### src/rtl/gbt_tx_if.sv
// gbt_tx_if -- bus bundle between the frame source and gbt_tx_sequencer.
//
// Signals:
//   data_i       user frame, 14 lanes x 8 bits, lane n = data_i[n*8+:8]
//   data_valid_i user frame valid
//   data_ready_o sequencer accepts data_i this cycle
//   test_mode_i  request PRBS test pattern
//   data_o       frame to the 14 elink serializers
//   state_o      current sequencer state
//   link_up_o    high in LINK_UP or TEST
//   fill_cnt_o   idle frames inserted while in LINK_UP, saturating
//
// master: the frame source / observer side. slave: the sequencer.
`timescale 1ns/1ps
interface gbt_tx_if;
  logic [111:0] data_i;
  logic         data_valid_i;
  logic         data_ready_o;
  logic         test_mode_i;
  logic [111:0] data_o;
  logic [1:0]   state_o;
  logic         link_up_o;
  logic [15:0]  fill_cnt_o;

  modport master (
    output data_i, data_valid_i, test_mode_i,
    input  data_ready_o, data_o, state_o, link_up_o, fill_cnt_o
  );

  modport slave (
    input  data_i, data_valid_i, test_mode_i,
    output data_ready_o, data_o, state_o, link_up_o, fill_cnt_o
  );
endinterface

### src/rtl/gbt_tx_sequencer.sv
// gbt_tx_sequencer -- GBT transmit link bring-up sequencer.
//
// Waits for the GBT transmitter and serializer clocking, sends TRAIN_CYCLES
// training frames, then forwards user frames with one cycle of latency and
// fills idle cycles with IDLE_BYTE on every lane.
//
// Ports:
//   clock      40 MHz frame clock (serializer parallel side)
//   reset_n    asynchronous active-low reset
//   gbt_txrdy  GBT transmitter ready, asynchronous to clock
//   link_lock  serializer locked and out of reset, synchronous to clock
//   bus        gbt_tx_if.slave: user frame handshake, serializer frame,
//              state, link-up flag and idle-fill counter
//
// Build option: define GBT_TX_PRBS_EN to include the PRBS7 test-pattern
// generator and the TEST state. Without it test_mode_i is ignored.
`timescale 1ns/1ps
module gbt_tx_sequencer #(
  parameter logic [15:0] TRAIN_CYCLES = 16'd256,
  parameter logic [7:0]  TRAIN_BYTE   = 8'hF0,
  parameter logic [7:0]  IDLE_BYTE    = 8'hBC
) (
  input  logic    clock,
  input  logic    reset_n,
  input  logic    gbt_txrdy,
  input  logic    link_lock,
  gbt_tx_if.slave bus
);

  typedef enum logic [1:0] {
    ST_WAIT    = 2'd0,
    ST_TRAIN   = 2'd1,
    ST_LINK_UP = 2'd2,
    ST_TEST    = 2'd3
  } state_e;

  state_e        state_q, state_d;
  logic          txrdy_meta_q;
  logic          txrdy_s_q;
  logic [15:0]   train_cnt_q, train_cnt_d;
  logic [111:0]  data_q, data_d;
  logic          link_up_q, link_up_d;
  logic [15:0]   fill_cnt_q, fill_cnt_d;
  logic          test_req;
  logic          data_ready;
  logic          accept;

`ifdef GBT_TX_PRBS_EN
  logic [6:0]    lfsr_q, lfsr_d;
  logic [6:0]    prbs_seed;
  logic [14:0]   prbs_step;

  // Eight steps of x^7+x^6+1; returns {next_state, byte} with the first
  // generated bit landing in byte bit 7.
  function automatic logic [14:0] prbs7_step8(input logic [6:0] seed);
    logic [6:0] s;
    logic [7:0] b;
    logic       nb;
    s = seed;
    b = 8'h00;
    for (int i = 0; i < 8; i++) begin
      nb = s[6] ^ s[5];
      s  = {s[5:0], nb};
      b  = {b[6:0], nb};
    end
    return {s, b};
  endfunction

  assign test_req   = bus.test_mode_i;
  assign data_ready = (state_q == ST_LINK_UP) & txrdy_s_q & link_lock & ~bus.test_mode_i;
`else
  logic unused_test_mode;
  assign unused_test_mode = bus.test_mode_i;
  assign test_req   = 1'b0;
  assign data_ready = (state_q == ST_LINK_UP) & txrdy_s_q & link_lock;
`endif

  assign accept = bus.data_valid_i & data_ready;

  always_comb begin
    state_d     = state_q;
    train_cnt_d = train_cnt_q;
    fill_cnt_d  = fill_cnt_q;
    data_d      = {14{IDLE_BYTE}};
`ifdef GBT_TX_PRBS_EN
    lfsr_d      = lfsr_q;
    prbs_seed   = lfsr_q;
    prbs_step   = 15'h0;
`endif

    // Loss of transmitter ready or serializer lock overrides everything.
    if (!txrdy_s_q || !link_lock) begin
      state_d = ST_WAIT;
    end else begin
      case (state_q)
        ST_WAIT: begin
          state_d     = ST_TRAIN;
          train_cnt_d = 16'd0;
        end
        ST_TRAIN: begin
          // The entry edge already emitted frame 1, so the count tops out
          // at TRAIN_CYCLES-1.
          if (train_cnt_q == TRAIN_CYCLES - 16'd1) state_d = ST_LINK_UP;
          else train_cnt_d = train_cnt_q + 16'd1;
        end
        ST_LINK_UP: if (test_req)  state_d = ST_TEST;
        ST_TEST:    if (!test_req) state_d = ST_LINK_UP;
        default:    state_d = ST_WAIT;
      endcase
    end

    // Output frame follows the state being entered so data_o and state_o
    // update on the same edge.
    if (state_d == ST_TRAIN) begin
      data_d = {14{TRAIN_BYTE}};
    end else if (state_d == ST_LINK_UP) begin
      if (accept) data_d = bus.data_i;
    end
`ifdef GBT_TX_PRBS_EN
    else if (state_d == ST_TEST) begin
      prbs_seed = (state_q == ST_TEST) ? lfsr_q : 7'h7F;
      prbs_step = prbs7_step8(prbs_seed);
      lfsr_d    = prbs_step[14:8];
      data_d    = {14{prbs_step[7:0]}};
    end
`endif

    // Only idle frames sent while staying in LINK_UP are counted.
    if (state_q == ST_LINK_UP && state_d == ST_LINK_UP && !accept &&
        fill_cnt_q != 16'hFFFF) begin
      fill_cnt_d = fill_cnt_q + 16'd1;
    end

    link_up_d = (state_d == ST_LINK_UP) || (state_d == ST_TEST);
  end

  always_ff @(posedge clock or negedge reset_n) begin
    if (!reset_n) begin
      txrdy_meta_q <= 1'b0;
      txrdy_s_q    <= 1'b0;
      state_q      <= ST_WAIT;
      train_cnt_q  <= 16'd0;
      data_q       <= 112'h0;
      link_up_q    <= 1'b0;
      fill_cnt_q   <= 16'd0;
`ifdef GBT_TX_PRBS_EN
      lfsr_q       <= 7'h7F;
`endif
    end else begin
      txrdy_meta_q <= gbt_txrdy;
      txrdy_s_q    <= txrdy_meta_q;
      state_q      <= state_d;
      train_cnt_q  <= train_cnt_d;
      data_q       <= data_d;
      link_up_q    <= link_up_d;
      fill_cnt_q   <= fill_cnt_d;
`ifdef GBT_TX_PRBS_EN
      lfsr_q       <= lfsr_d;
`endif
    end
  end

  assign bus.data_ready_o = data_ready;
  assign bus.data_o       = data_q;
  assign bus.state_o      = state_q;
  assign bus.link_up_o    = link_up_q;
  assign bus.fill_cnt_o   = fill_cnt_q;

endmodule

### src/flat_wrapper.sv
// flat-port wrapper written by rule: the top's interface ports become plain ports
module gbt_tx_sequencer_flat 
#(
  parameter logic [15:0] TRAIN_CYCLES = 16'd256,
  parameter logic [7:0]  TRAIN_BYTE   = 8'hF0,
  parameter logic [7:0]  IDLE_BYTE    = 8'hBC
)
  (clock, reset_n, gbt_txrdy, link_lock, bus_data_i, bus_data_valid_i, bus_test_mode_i, bus_data_ready_o, bus_data_o, bus_state_o, bus_link_up_o, bus_fill_cnt_o);
  gbt_tx_if bus_i ();
  input  logic clock;
  input  logic reset_n;
  input  logic gbt_txrdy;
  input  logic link_lock;
  input wire logic [$bits(bus_i.data_i)-1:0] bus_data_i;
  input wire logic [$bits(bus_i.data_valid_i)-1:0] bus_data_valid_i;
  input wire logic [$bits(bus_i.test_mode_i)-1:0] bus_test_mode_i;
  output wire logic [$bits(bus_i.data_ready_o)-1:0] bus_data_ready_o;
  output wire logic [$bits(bus_i.data_o)-1:0] bus_data_o;
  output wire logic [$bits(bus_i.state_o)-1:0] bus_state_o;
  output wire logic [$bits(bus_i.link_up_o)-1:0] bus_link_up_o;
  output wire logic [$bits(bus_i.fill_cnt_o)-1:0] bus_fill_cnt_o;
  assign bus_i.data_i = bus_data_i;
  assign bus_i.data_valid_i = bus_data_valid_i;
  assign bus_i.test_mode_i = bus_test_mode_i;
  assign bus_data_ready_o = bus_i.data_ready_o;
  assign bus_data_o = bus_i.data_o;
  assign bus_state_o = bus_i.state_o;
  assign bus_link_up_o = bus_i.link_up_o;
  assign bus_fill_cnt_o = bus_i.fill_cnt_o;
  gbt_tx_sequencer #(.TRAIN_CYCLES(TRAIN_CYCLES), .TRAIN_BYTE(TRAIN_BYTE), .IDLE_BYTE(IDLE_BYTE)) u_core (.clock(clock), .reset_n(reset_n), .gbt_txrdy(gbt_txrdy), .link_lock(link_lock), .bus(bus_i));
endmodule
### config.mk
export PLATFORM = sky130hd
export DESIGN_NAME = gbt_tx_sequencer_flat
export DESIGN_NICKNAME = d
export VERILOG_FILES = /design/src/rtl/gbt_tx_if.sv /design/src/rtl/gbt_tx_sequencer.sv /design/src/flat_wrapper.sv
export SDC_FILE = /design/constraint.sdc
export NUM_CORES = 1
export LEC_CHECK = 0
export ABC_CLOCK_PERIOD_IN_PS = 4280
export CORE_MARGIN = 2
export CORE_UTILIZATION = 45
export DETAILED_ROUTE_END_ITERATION = 10
export GPL_TIMING_DRIVEN = 0
export PLACE_DENSITY = 0.84
export REMOVE_ABC_BUFFERS = 1
export SYNTH_ARGS = -nofsm -noshare
export SYNTH_HDL_FRONTEND = slang
export SYNTH_SLANG_ARGS = --single-unit
### constraint.sdc
create_clock -name clock -period 4.28 [get_ports clock]
set_input_delay 0.428 -clock clock [delete_from_list [all_inputs] [get_ports clock]]
set_output_delay 0.428 -clock clock [all_outputs]
set_load 0.1 [all_outputs]
# Word level (Yosys, flattened, before mapping)
# Cells that the tools add are included.
dict set report totals {
  elab_cells 41
  reg_bits 149
}
dict set report classes {
  n_eq_ne 9
  bitwise_logic 4
  mux 8
  n_reduce_logical 11
  addsub 2
}
# cell n
set op_table {}
lappend op_table {{two-way mux 112 bit} 3}
lappend op_table {{adder 16 x 1 -> 16 bit (second input constant)} 2}
lappend op_table {{case mux 16 bit (2 select lines)} 1}
lappend op_table {{equality test 16 x 8 -> 1 bit (second input constant)} 1}
lappend op_table {{two-way mux 16 bit} 1}
lappend op_table {{!= test 16 bit (second input constant)} 1}
lappend op_table {{equality test 2 bit (second input constant)} 4}
lappend op_table {{case mux 2 bit (4 select lines)} 1}
lappend op_table {{equality test 2 x 1 -> 1 bit (second input constant)} 2}
lappend op_table {{two-way mux 2 bit} 2}
lappend op_table {{bitwise AND 1 bit} 3}
lappend op_table {{logical AND 1 bit} 3}
lappend op_table {{zero test 1 bit} 3}
lappend op_table {{AND reduction 3 bit} 1}
lappend op_table {{zero test 2 bit} 1}
lappend op_table {{logical OR 1 bit} 2}
lappend op_table {{!= test 2 bit (second input constant)} 1}
lappend op_table {{nonzero test 2 bit} 1}
lappend op_table {{NOT 1 bit} 1}

# Logic depth before layout (Yosys ltp)
# Gate-level depths: netlist of the first run.
dict set report depth {
  depth_word 8
  ltp_mapped 10
  ltp_nobuf 6
}

# Worst setup path before layout of the first run
# OpenSTA, ideal clock, no wires.
dict set report synth_path {
  kind {flip-flop to output port}
  from {reg u_core.state_q[0], in the netlist u_core.bus.state_o[0]}
  to {out bus_data_ready_o}
  arrival_ns 2.330
  path_slack_ns 1.522
  path_stages_with_launch 5
  path_cell_list {dfrtp_1 -> buf_2 -> nand4b_4 -> inv_1 -> clkbuf_1}
}
dict set report synth_between {
  elab_chain_cells 3
}
# item line_no
set synth_rtl {}
lappend synth_rtl {{start, declared} gbt_tx_sequencer.sv:37} ;# state_e state_q, state_d;
lappend synth_rtl {{start signal, assigned} gbt_tx_sequencer.sv:152} ;# state_q <= state_d;
lappend synth_rtl {{equality test 2 bit} gbt_tx_sequencer.sv:75} ;# assign data_ready = (state_q == ST_LINK_UP) & txrdy_s_q & link_lock;
lappend synth_rtl {{bitwise AND 1 bit (2 in a row)} gbt_tx_sequencer.sv:75}
lappend synth_rtl {{end, declared} flat_wrapper.sv:17} ;# output wire logic [$bits(bus_i.data_ready_o)-1:0] bus_data_ready_o;
# Every way passes these cells.

# Worst setup path in the final report of the first run
# Ends and elaborated chain as after synthesis.

==> key figures, run 1 <==
STA
  • Max Transition Viols Final: 0
  • Worst hold slack: 0.02374 ns
  • RSZ-0062 raised after global routing: no
  • Final hold violations: 0
  • Min Clock Period, post-route: 3.637 ns
  • Slew headroom: 31.20%
  • Clk_skew: 0.01076 ns
  • Worst-Margin Slew: 1.029 ns
  • Setup violators final: 0
  • Final Cycle Share: between 80% and 90%
  • Setup TNS: 0 ns
  • F_max: 275.0 MHz

Clock network
  • Number of gates resized after CTS: 0
  • H-tree levels: 4
  • Root Driver: clkbuf_16
  • Clock Path Buffers: 2
  • CTS buffer count: 17
  • Clk_lat worst skew: 0.42 ns
  • Clk slew on worst S/H paths: around 0.060 ns
  • Hold Buf Count CTS: 0
  • Setup Buffers After CTS: 0
  • # clock sinks: 148
  • CTS tree: done

Power
  • Clock power frac: 45.8%
  • Pwr/cell area: 386.7 nW/um^2
  • Total Power: between 3 and 4 mW
  • Leakage power: 3.783 nW
  • Seq pwr share: 42.6%
  • Sw Share: 23.89%
  • Int Pwr: about 2.6 mW
  • Logic pwr share: 11.6%
  • Switching power: 0.8157 mW
  • IR drop worst, VDD: 0.0003346 V

Yosys
  • Top cell type's share of synthesized area: 66.03%
  • EDFF count, synth: 0
  • Yosys cell types: 51
  • Seq cells post-synth: 148
  • Ys flop type: dfrtp_1
  • Fraction of registers with async set/reset: 100.0%
  • Mapped Area: 5609 um^2
  • Synth warn: 0
  • Most frequent cells after synthesis: dfrtp_1 (148), nor2_1 (60), nand2_1 (49)
  • Area leader, netlist: dfrtp_1
  • Syn_area_per_cell: 11.83 um^2
  • Post-synthesis sequential area ratio: roughly 66%
  • Synth area leaders: dfrtp_1 (66%), nand2b_1 (4.9%), nor2_1 (4.0%)
  • Most common cell in the netlist: dfrtp_1
  • Post-Syn Instances: 474

GRT
  • GRT met1 Usage: 26.90%
  • Largest net degree at the start of global routing: 76
  • Overflow after GRT: 0
  • First-pass GRT wire length: 23690 um
  • Global Route Usage Sum: 23.62%
  • Met2 Track Usage GR: 40.23%
  • Grt met3 use: under 10%
  • Most used routing layer: met2
  • Vias in the first global route: 4622
  • Initial antenna violation count: 0

Critical path
  • Nature of the critical path endpoint: output pin
  • Startpoint class of the critical path: register
  • Critical path's top delay family: buffers and inverters
  • Worst Setup Path Type: reg2out
  • Arr. time, crit path: 3.21 ns
  • CP Cell Sequence: nand4b_4 > inv_1 > clkdlybuf4s50_1
  • Crit path largest cell delay: about 1.3 ns
  • Worst Path Max Fanout: 31
  • Crit-path slowest cell: clkdlybuf4s50_1
  • WP buf/inv: 2
  • Req. time, crit path: 3.85 ns

Placement
  • Placed cell count: 866
  • RePlAce Congestion: 0.8110
  • Post-DP HPWL: 10700 um
  • IO buf count: about 250

Floorplanning
  • Initial core utilization: 46.31%
  • Row Count: 40
  • Die width: around 120 um
  • Die Ht: 115.6 um
  • Core Area: 12110 um^2
  • Die area: 13370 um^2
  • IO Count: 250

Cells and area
  • Sequential Area: about 3700 um^2
  • Fraction of layout cells with a size suffix above 1: 6.164%
  • Fillcell total: 821
  • Area grow syn2layout: 57.46%
  • Diodes inserted: 0
  • Post-Layout Cell Count: 898
  • Layout Nets: 837
  • Multi-input gate area: 1735 um^2

Drt
  • Detailed Route WL: 15180 um
  • Final routed DRC violation total: 0
  • Post-detailed-route count of antenna-violating nets: 0
  • Initial DRC count: 275
  • Drt pass-1 iters: 4
  • Via/cell ratio: 4.893
  • Via count: roughly 4400
  • Routed len/inst: 16.91 um

Job
  • Max Cap Viol: 0

Worst hold path
  • Worst Hold Class: in2async

Outcome
  • Status: complete, no violations
[power groups by stage]
stage                     Sequential, mW  Combinational, mW  Clock [mW]
after floorplan                     1.63             0.0463           0
after global placement              1.48              0.387           0
after detailed placement            1.48              0.398           0
after CTS                           1.45              0.401        1.58
after global routing                1.46              0.420        1.64
final                               1.45              0.398        1.56
[path summary, 6_finish.rpt]
path,start,slack [ns],cells after the start,endpoint
worst max-delay path,u_core.bus.state_o[0],0.64,3,bus_data_ready_o
worst min-delay path,reset_n,0.02,1,u_core.bus.data_o[38]
worst max register to register,u_core.bus.state_o[0],1.50,5,u_core.bus.data_o[42]
worst min register to register,u_core.txrdy_meta_q,0.36,0,u_core.txrdy_s_q
max in group asynchronous,reset_n,3.48,2,u_core.bus.data_o[10]
min in group clock,u_core.txrdy_meta_q,0.36,0,u_core.txrdy_s_q
[cell usage in the layout (no fill, tap or decap), types with 2 or more instances in the layout]
cell type	count
clkdlybuf4s50_1	247
dfrtp_1	148
nor2_1	60
nand2_1	49
nand2b_1	44
and3_1	35
clkbuf_16	17
xnor2_1	14
nand4_1	11
nand3_1	9
o21ai_0	8
clkinv_2	7
inv_1	6
and2_1	5
and4_1	4
mux2i_1	4
nor3_1	4
bufinv_16	4
nor4_1	3
o211ai_1	3
o22a_1	3
clkbuf_8	3
o211a_1	2
nor4b_2	2
o2111ai_1	2
o41ai_1	2
nand3b_1	2
a31oi_1	2
o2bb2ai_1	2
ha_1	2
[final cells by class]
| class | count | share of cell area, % |
|---|---|---|
| multi-input cells | 293 | 19.65 |
| clock inverters | 11 | 1.757 |
| clock buffers | 21 | 5.327 |
| well taps | 168 | 2.380 |
| flip-flops and latches | 148 | 41.93 |
| inverters | 7 | 0.2975 |
| repair buffers | 250 | 28.66 |
[metal layers]
metal	part of all wire (%)	vias to the layer above
met4	2.5	0
met3	7.6	29
met1	37	2126
met2	53	172
met5	0	-
li1	-	2067
[cells by family after synthesis]
family	share of synthesized area, %
buf+inv	3.056
flops	66.03
simple gates	22.46
mux	0.9146
fa+ha+maj	0.4461
xor+xnor	2.342
compound gates	4.752
[state kept, by name (all words and copies together) (netlist names)]
register and count:
u_core.bus.data_o 112, u_core.bus.state_o 1, u_core.txrdy_s_q 1, u_core.bus.fill_cnt_o 16
u_core.txrdy_meta_q 1, u_core.bus.link_up_o 1, u_core.train_cnt_q 16
[through the flow]
step	cell area, um^2	setup WS (ns)	util, %
after global placement	8157	-2.816	67.35
after floorplan	5464	0.1470	-
after CTS	8832	0.6307	72.92
after global routing	8832	0.4271	72.92
final	8832	0.6430	72.92
after detailed placement	8207	0.8381	67.76
Note: power is estimated with default switching activity, not from simulation.
==> run 2, diff against run 1 <==
--- a/config.mk
+++ b/config.mk
@@ -5,12 +5,12 @@
 export SDC_FILE = /design/constraint.sdc
 export NUM_CORES = 1
 export LEC_CHECK = 0
-export ABC_CLOCK_PERIOD_IN_PS = 4280
+export ABC_CLOCK_PERIOD_IN_PS = 3300
 export CORE_MARGIN = 2
-export CORE_UTILIZATION = 45
+export CORE_UTILIZATION = 38
 export DETAILED_ROUTE_END_ITERATION = 10
 export GPL_TIMING_DRIVEN = 0
-export PLACE_DENSITY = 0.84
+export PLACE_DENSITY = 0.76
 export REMOVE_ABC_BUFFERS = 1
 export SYNTH_ARGS = -nofsm -noshare
 export SYNTH_HDL_FRONTEND = slang
==> constraint.sdc (replaced) <==
create_clock -name clock -period 3.3 [get_ports clock]
set_input_delay 0.33 -clock clock [delete_from_list [all_inputs] [get_ports clock]]
set_output_delay 0.33 -clock clock [all_outputs]
set_load 0.1 [all_outputs]
==> run 2 against run 1 <==
  * Final cell count up 1.9%
  * Via count down 0.39%
  * Worst setup slack worse by 0.23 ns
  * Hold slack better by 0.32 ns
  * Design area up 0.28%
  * Global-route usage down 4.5 points
  * Wire length down 3.4%
  * Critical path type unchanged
  * Largest cell class unchanged
==> key figures, run 2 (synthesis results as in run 1) <==
Outcome
  • Status: complete, no violations

Floorplanning
  • Row Count: 44
  • Core Area: 14480 um^2
  • Die width: 125.5 um
  • Initial core utilization: 38.74%
  • Die area: 15750 um^2
  • Die Ht: 125.5 um
  • IO Count: 250

Worst hold path
  • Worst Hold Class: reg2reg

Drt
  • Final routed DRC violation total: 0
  • Detailed Route WL: between 10000 and 15000 um
  • Via count: approximately 4400
  • Via/cell ratio: about 4.8
  • Routed len/inst: 16.03 um
  • Post-detailed-route count of antenna-violating nets: 0
  • Drt pass-1 iters: 5
  • Initial DRC count: 247

Critical path
  • Worst Setup Path Type: reg2out
  • Startpoint class of the critical path: register
  • Req. time, crit path: 2.97 ns
  • Crit-path slowest cell: inv_1
  • Arr. time, crit path: 2.56 ns
  • CP Cell Sequence: nand4b_4 > inv_1 > clkbuf_2
  • Crit path largest cell delay: 0.62 ns
  • Nature of the critical path endpoint: output pin
  • Worst Path Max Fanout: 31

Clock network
  • # clock sinks: 148
  • Setup Buffers After CTS: 0
  • Clk slew on worst S/H paths: roughly 0.060 ns
  • Clk_lat worst skew: 0.41 ns
  • Root Driver: clkbuf_16
  • CTS tree: done
  • Clock Path Buffers: 2
  • CTS buffer count: 17
  • H-tree levels: 4

Cells and area
  • Layout Nets: 838
  • Most frequent cells in the layout: clkdlybuf4s50_1 (246), dfrtp_1 (148), nor2_1 (60), nand2_1 (49), nand2b_1 (44)
  • Post-route cell area: 8857 um^2
  • Area grow syn2layout: 57.91%
  • Diodes inserted: 0
  • Fraction of layout cells with a size suffix above 1: 6.293%
  • Fillcell total: 1144
  • Max reg flops: 112
  • Most common cell after layout, fill and taps aside: clkdlybuf4s50_1

STA
  • Slew headroom: 31.34%
  • F_max: about 350 MHz
  • Worst-Margin Slew: around 1.0 ns
  • Min Clock Period, post-route: a little under 3 ns
  • Setup violators final: 0
  • Final hold violations: 0
  • Worst hold slack: approximately 0.35 ns
  • Clk_skew: around 0.0086 ns
  • Max Transition Viols Final: 0
  • RSZ-0062 raised after global routing: no
  • Final Cycle Share: 87.61%

Power
  • IR drop worst, VDD: 0.0003116 V
  • Pwr/cell area: 493.8 nW/um^2
  • Leakage power: 3.773 nW

Placement
  • Post-DP HPWL: 10410 um
  • RePlAce Congestion: 0.7974
  • Dpl cell area: 8234 um^2
  • IO buf count: 248

GRT
  • Initial antenna violation count: 0
  • Overflow after GRT: 0
  • GRT met1 Usage: 21.99%
  • Most used routing layer: met2
  • Largest net degree at the start of global routing: 84
  • First-pass GRT wire length: 23640 um
  • Met2 Track Usage GR: 31.96%
  • Global Route Usage Sum: 19.17%
  • Grt met3 use: between 8 and 9%
  • Vias in the first global route: 4630

Job
  • Max Cap Viol: 0
run 2: timing repair:
action / CTS / global route
gates resized for setup: 1 / 2
hold buffers: 1 / 0
endpoints found under the hold margin: 65 / 0
setup endpoints to repair: 1 / 1
run 2: worst max-delay path: cells and delay by family (launching register included):
kind / cells / cell delay [ns]
flip-flops: 1 / 0.61
buffers and inverters: 2 / 1.20
AND/OR/NAND/NOR: 1 / 0.32
run 2: where the power goes:
part	total (mW)	switching (mW)	internal [mW]
Combinational	0.511	0.311	0.201
Clock	1.98	0.726	1.25
Sequential	1.88	0.0285	1.86
run 2: path summary, 6_finish.rpt:
kind	startpoint	to	slack [ns]	depth (start not counted)
min reg2reg	u_core.txrdy_meta_q	u_core.txrdy_s_q	0.35	0
max	u_core.bus.state_o[0]	bus_data_ready_o	0.41	3
min in group asynchronous	reset_n	u_core.bus.data_o[14]	0.47	2
max in group asynchronous	reset_n	u_core.bus.data_o[75]	2.04	3
min	u_core.txrdy_meta_q	u_core.txrdy_s_q	0.35	0
max reg2reg	u_core.bus.state_o[0]	u_core.bus.data_o[26]	0.42	5
run 2: layer usage:
metal	wire (um)	vias up
met5	0	-
met4	228	0
met3	1283	17
met2	7424	157
met1	5728	2125
li1	-	2078
run 2: cell type report:
type / count / area, um^2 / area share (%)
sequential: 148 / 3704 / 41.81
timing repair buffer: 251 / 2544 / 28.72
multi-input combinational: 293 / 1735 / 19.59
clock buffer: 25 / 525.5 / 5.933
tap: 184 / 230.2 / 2.599
clock inverter: 7 / 92.59 / 1.045
inverter: 7 / 26.28 / 0.2967
run 2: stage by stage:
step / std cells / total power [mW] / setup slack, ns / setup TNS (ns) / utilization (%)
5_1_grt: 915 / 4.529 / 0.1244 / 0 / 61.17
2_1_floorplan: 448 / 2.171 / -0.8330 / -60.21 / -
6_report: 915 / 4.374 / 0.4090 / 0 / 61.17
3_5_place_dp: 882 / 2.430 / 0.02706 / 0 / 56.87
3_3_place_gp: 880 / 2.418 / -3.811 / -574.72 / 56.47
4_1_cts: 915 / 4.423 / 0.05217 / 0 / 61.20
==> run 3, diff against run 2 <==
--- a/config.mk
+++ b/config.mk
@@ -6,7 +6,7 @@
 export NUM_CORES = 1
 export LEC_CHECK = 0
 export ABC_CLOCK_PERIOD_IN_PS = 3300
-export CORE_MARGIN = 2
+export CORE_MARGIN = 1.5
 export CORE_UTILIZATION = 38
 export DETAILED_ROUTE_END_ITERATION = 10
 export GPL_TIMING_DRIVEN = 0
==> run 3 against run 2 <==
  * Design area down 0.16%
  * Sequential power about the same
  * Critical path depth unchanged
  * Sequential share of layout area up 0.065 points
  * Wire length up 0.78%
  * First-iteration DRC count up 3.6%
  * Clock power about the same
  * Total power up 0.15%
  * Clock skew about the same
==> key figures, run 3 (synthesis results as in run 1) <==
Drt
  • Via/cell ratio: 4.816
  • Post-detailed-route count of antenna-violating nets: 0
  • Drt pass-1 iters: 5
  • Initial DRC count: 256
  • Detailed Route WL: 14780 um
  • Routed len/inst: 16.17 um
  • Final routed DRC violation total: 0
  • Via count: 4402

Critical path
  • CP Cell Sequence: nand4b_4 > inv_1 > clkbuf_2
  • Number of stages on the worst setup path: 3
  • Worst Path Max Fanout: 31
  • R2R cell count: 5
  • Critical path's top delay family: buffers and inverters
  • Worst Setup Path Type: reg2out
  • Crit path largest cell delay: 0.61 ns
  • WP buf/inv: 2
  • Crit-path slowest cell: dfrtp_1
  • Nature of the critical path endpoint: output pin
  • Startpoint class of the critical path: register
  • Arr. time, crit path: 2.54 ns
  • Req. time, crit path: a little under 3 ns

Floorplanning
  • Initial core utilization: around two fifths
  • IO Count: 250
  • Core Area: about 14000 um^2
  • Die area: ~15000 um^2
  • Row Count: between 40 and 50
  • Die Ht: 124.5 um
  • Die width: 124.5 um

STA
  • Slew headroom: between 30% and 40%
  • Setup violators final: 0
  • Final hold violations: 0
  • RSZ-0062 raised after global routing: no
  • Worst-Margin Slew: roughly 1.0 ns
  • Worst hold slack: 0.3619 ns
  • F_max: 349.0 MHz
  • Final Cycle Share: between 80% and 90%
  • Clk_skew: 0.008732 ns
  • Max Transition Viols Final: 0
  • Min Clock Period, post-route: 2.865 ns

Clock network
  • Setup Buffers After CTS: 0
  • CTS tree: done
  • CTS buffer count: 17
  • Clock Path Buffers: 2
  • Clk slew on worst S/H paths: 0.05 ns
  • H-tree levels: 4
  • # clock sinks: approximately 150
  • Clk_lat worst skew: 0.42 ns
  • Root Driver: clkbuf_16

Outcome
  • Status: complete, no violations

Worst hold path
  • Worst Hold Class: reg2reg
  • Hold Crit Depth: 0

GRT
  • Global Route Usage Sum: approximately a fifth
  • First-pass GRT wire length: 24110 um
  • Vias in the first global route: ~4700
  • Initial antenna violation count: 0
  • Overflow after GRT: 0
  • Largest net degree at the start of global routing: 88

Power
  • Pwr/cell area: 495.4 nW/um^2
  • Leakage power: about 3.8 nW
  • IR drop worst, VDD: 0.0003040 V

Cells and area
  • Area grow syn2layout: 57.66%
  • Diodes inserted: 0
  • Most common cell after layout, fill and taps aside: clkdlybuf4s50_1
  • Most frequent cells in the layout: clkdlybuf4s50_1 (246), dfrtp_1 (148), nor2_1 (60), nand2_1 (49), nand2b_1 (44)
  • Final core utilization: 61.08%
  • Fillcell total: about 1100
  • Max reg flops: 112
  • Fraction of layout cells with a size suffix above 1: 6.027%
  • Layout Nets: 838

Placement
  • Post-DP HPWL: 10400 um
  • RePlAce Congestion: 0.8060
  • IO buf count: 248

Job
  • Max Cap Viol: 0
[run 3: cell type report]
| class | count | area [um^2] | share of cell area (%) |
|---|---|---|---|
| clock buffer | 23 | 488.0 | 5.518 |
| timing repair buffer | 251 | 2536 | 28.68 |
| tap | 184 | 230.2 | 2.603 |
| multi-input combinational | 293 | 1735 | 19.62 |
| inverter | 7 | 26.28 | 0.2971 |
| clock inverter | 8 | 123.9 | 1.401 |
| sequential | 148 | 3704 | 41.88 |
[run 3: report_power, final]
part / leakage (nW) / switching (mW) / internal (mW)
clock: 0.295 / 0.717 / 1.26
combinational: 1.75 / 0.313 / 0.201
sequential: 1.72 / 0.0299 / 1.86
total: 3.77 / 1.06 / 3.32
[run 3: final timing paths]
path / from / end / slack, ns
max reg2reg: u_core.bus.state_o[0] / u_core.bus.data_o[19] / 0.52
min in group asynchronous: reset_n / u_core.txrdy_s_q / 0.47
min reg2reg: u_core.txrdy_meta_q / u_core.txrdy_s_q / 0.36
max: u_core.bus.state_o[0] / bus_data_ready_o / 0.43
min: u_core.txrdy_meta_q / u_core.txrdy_s_q / 0.36
max in group asynchronous: reset_n / u_core.bus.data_o[67] / 2.00
[run 3: layer usage]
metal | track usage [%] | vias up | wire [um]
met5 | 0 | - | 0
met4 | 8.249 | 0 | 301
met3 | 8.119 | 24 | 1217
met2 | 33.48 | 172 | 7583
met1 | 22.50 | 2136 | 5675
li1 | - | 2070 | -
[run 3: repair_timing]
action | in CTS | in global routing
resized for setup | 1 | 2
pin swaps | 0 | 0
hold buffers | 1 | 0
hold endpoints to repair | 61 | 0
endpoints found under the setup margin | 1 | 1
[run 3: stage by stage]
step | cell area (um^2) | cells | power, mW | TNS (ns) | worst slack [ns]
after global placement | 8177 | 880 | 2.419 | -578.53 | -3.853
after floorplan | 5464 | 448 | 2.171 | -60.21 | -0.8330
after global routing | 8843 | 914 | 4.546 | 0 | 0.2263
after CTS | 8847 | 914 | 4.429 | 0 | 0.07598
final | 8843 | 914 | 4.381 | 0 | 0.4350
after detailed placement | 8227 | 882 | 2.433 | 0 | 0.08393
[run 3: worst register-to-register path, cell delays in order (launching register included)]
cell,delay [ns]
dfrtp_1,0.61
nand4b_4,0.32
inv_1,0.59
nand2_1,0.74
nor2_1,0.31
nor2_1,0.07
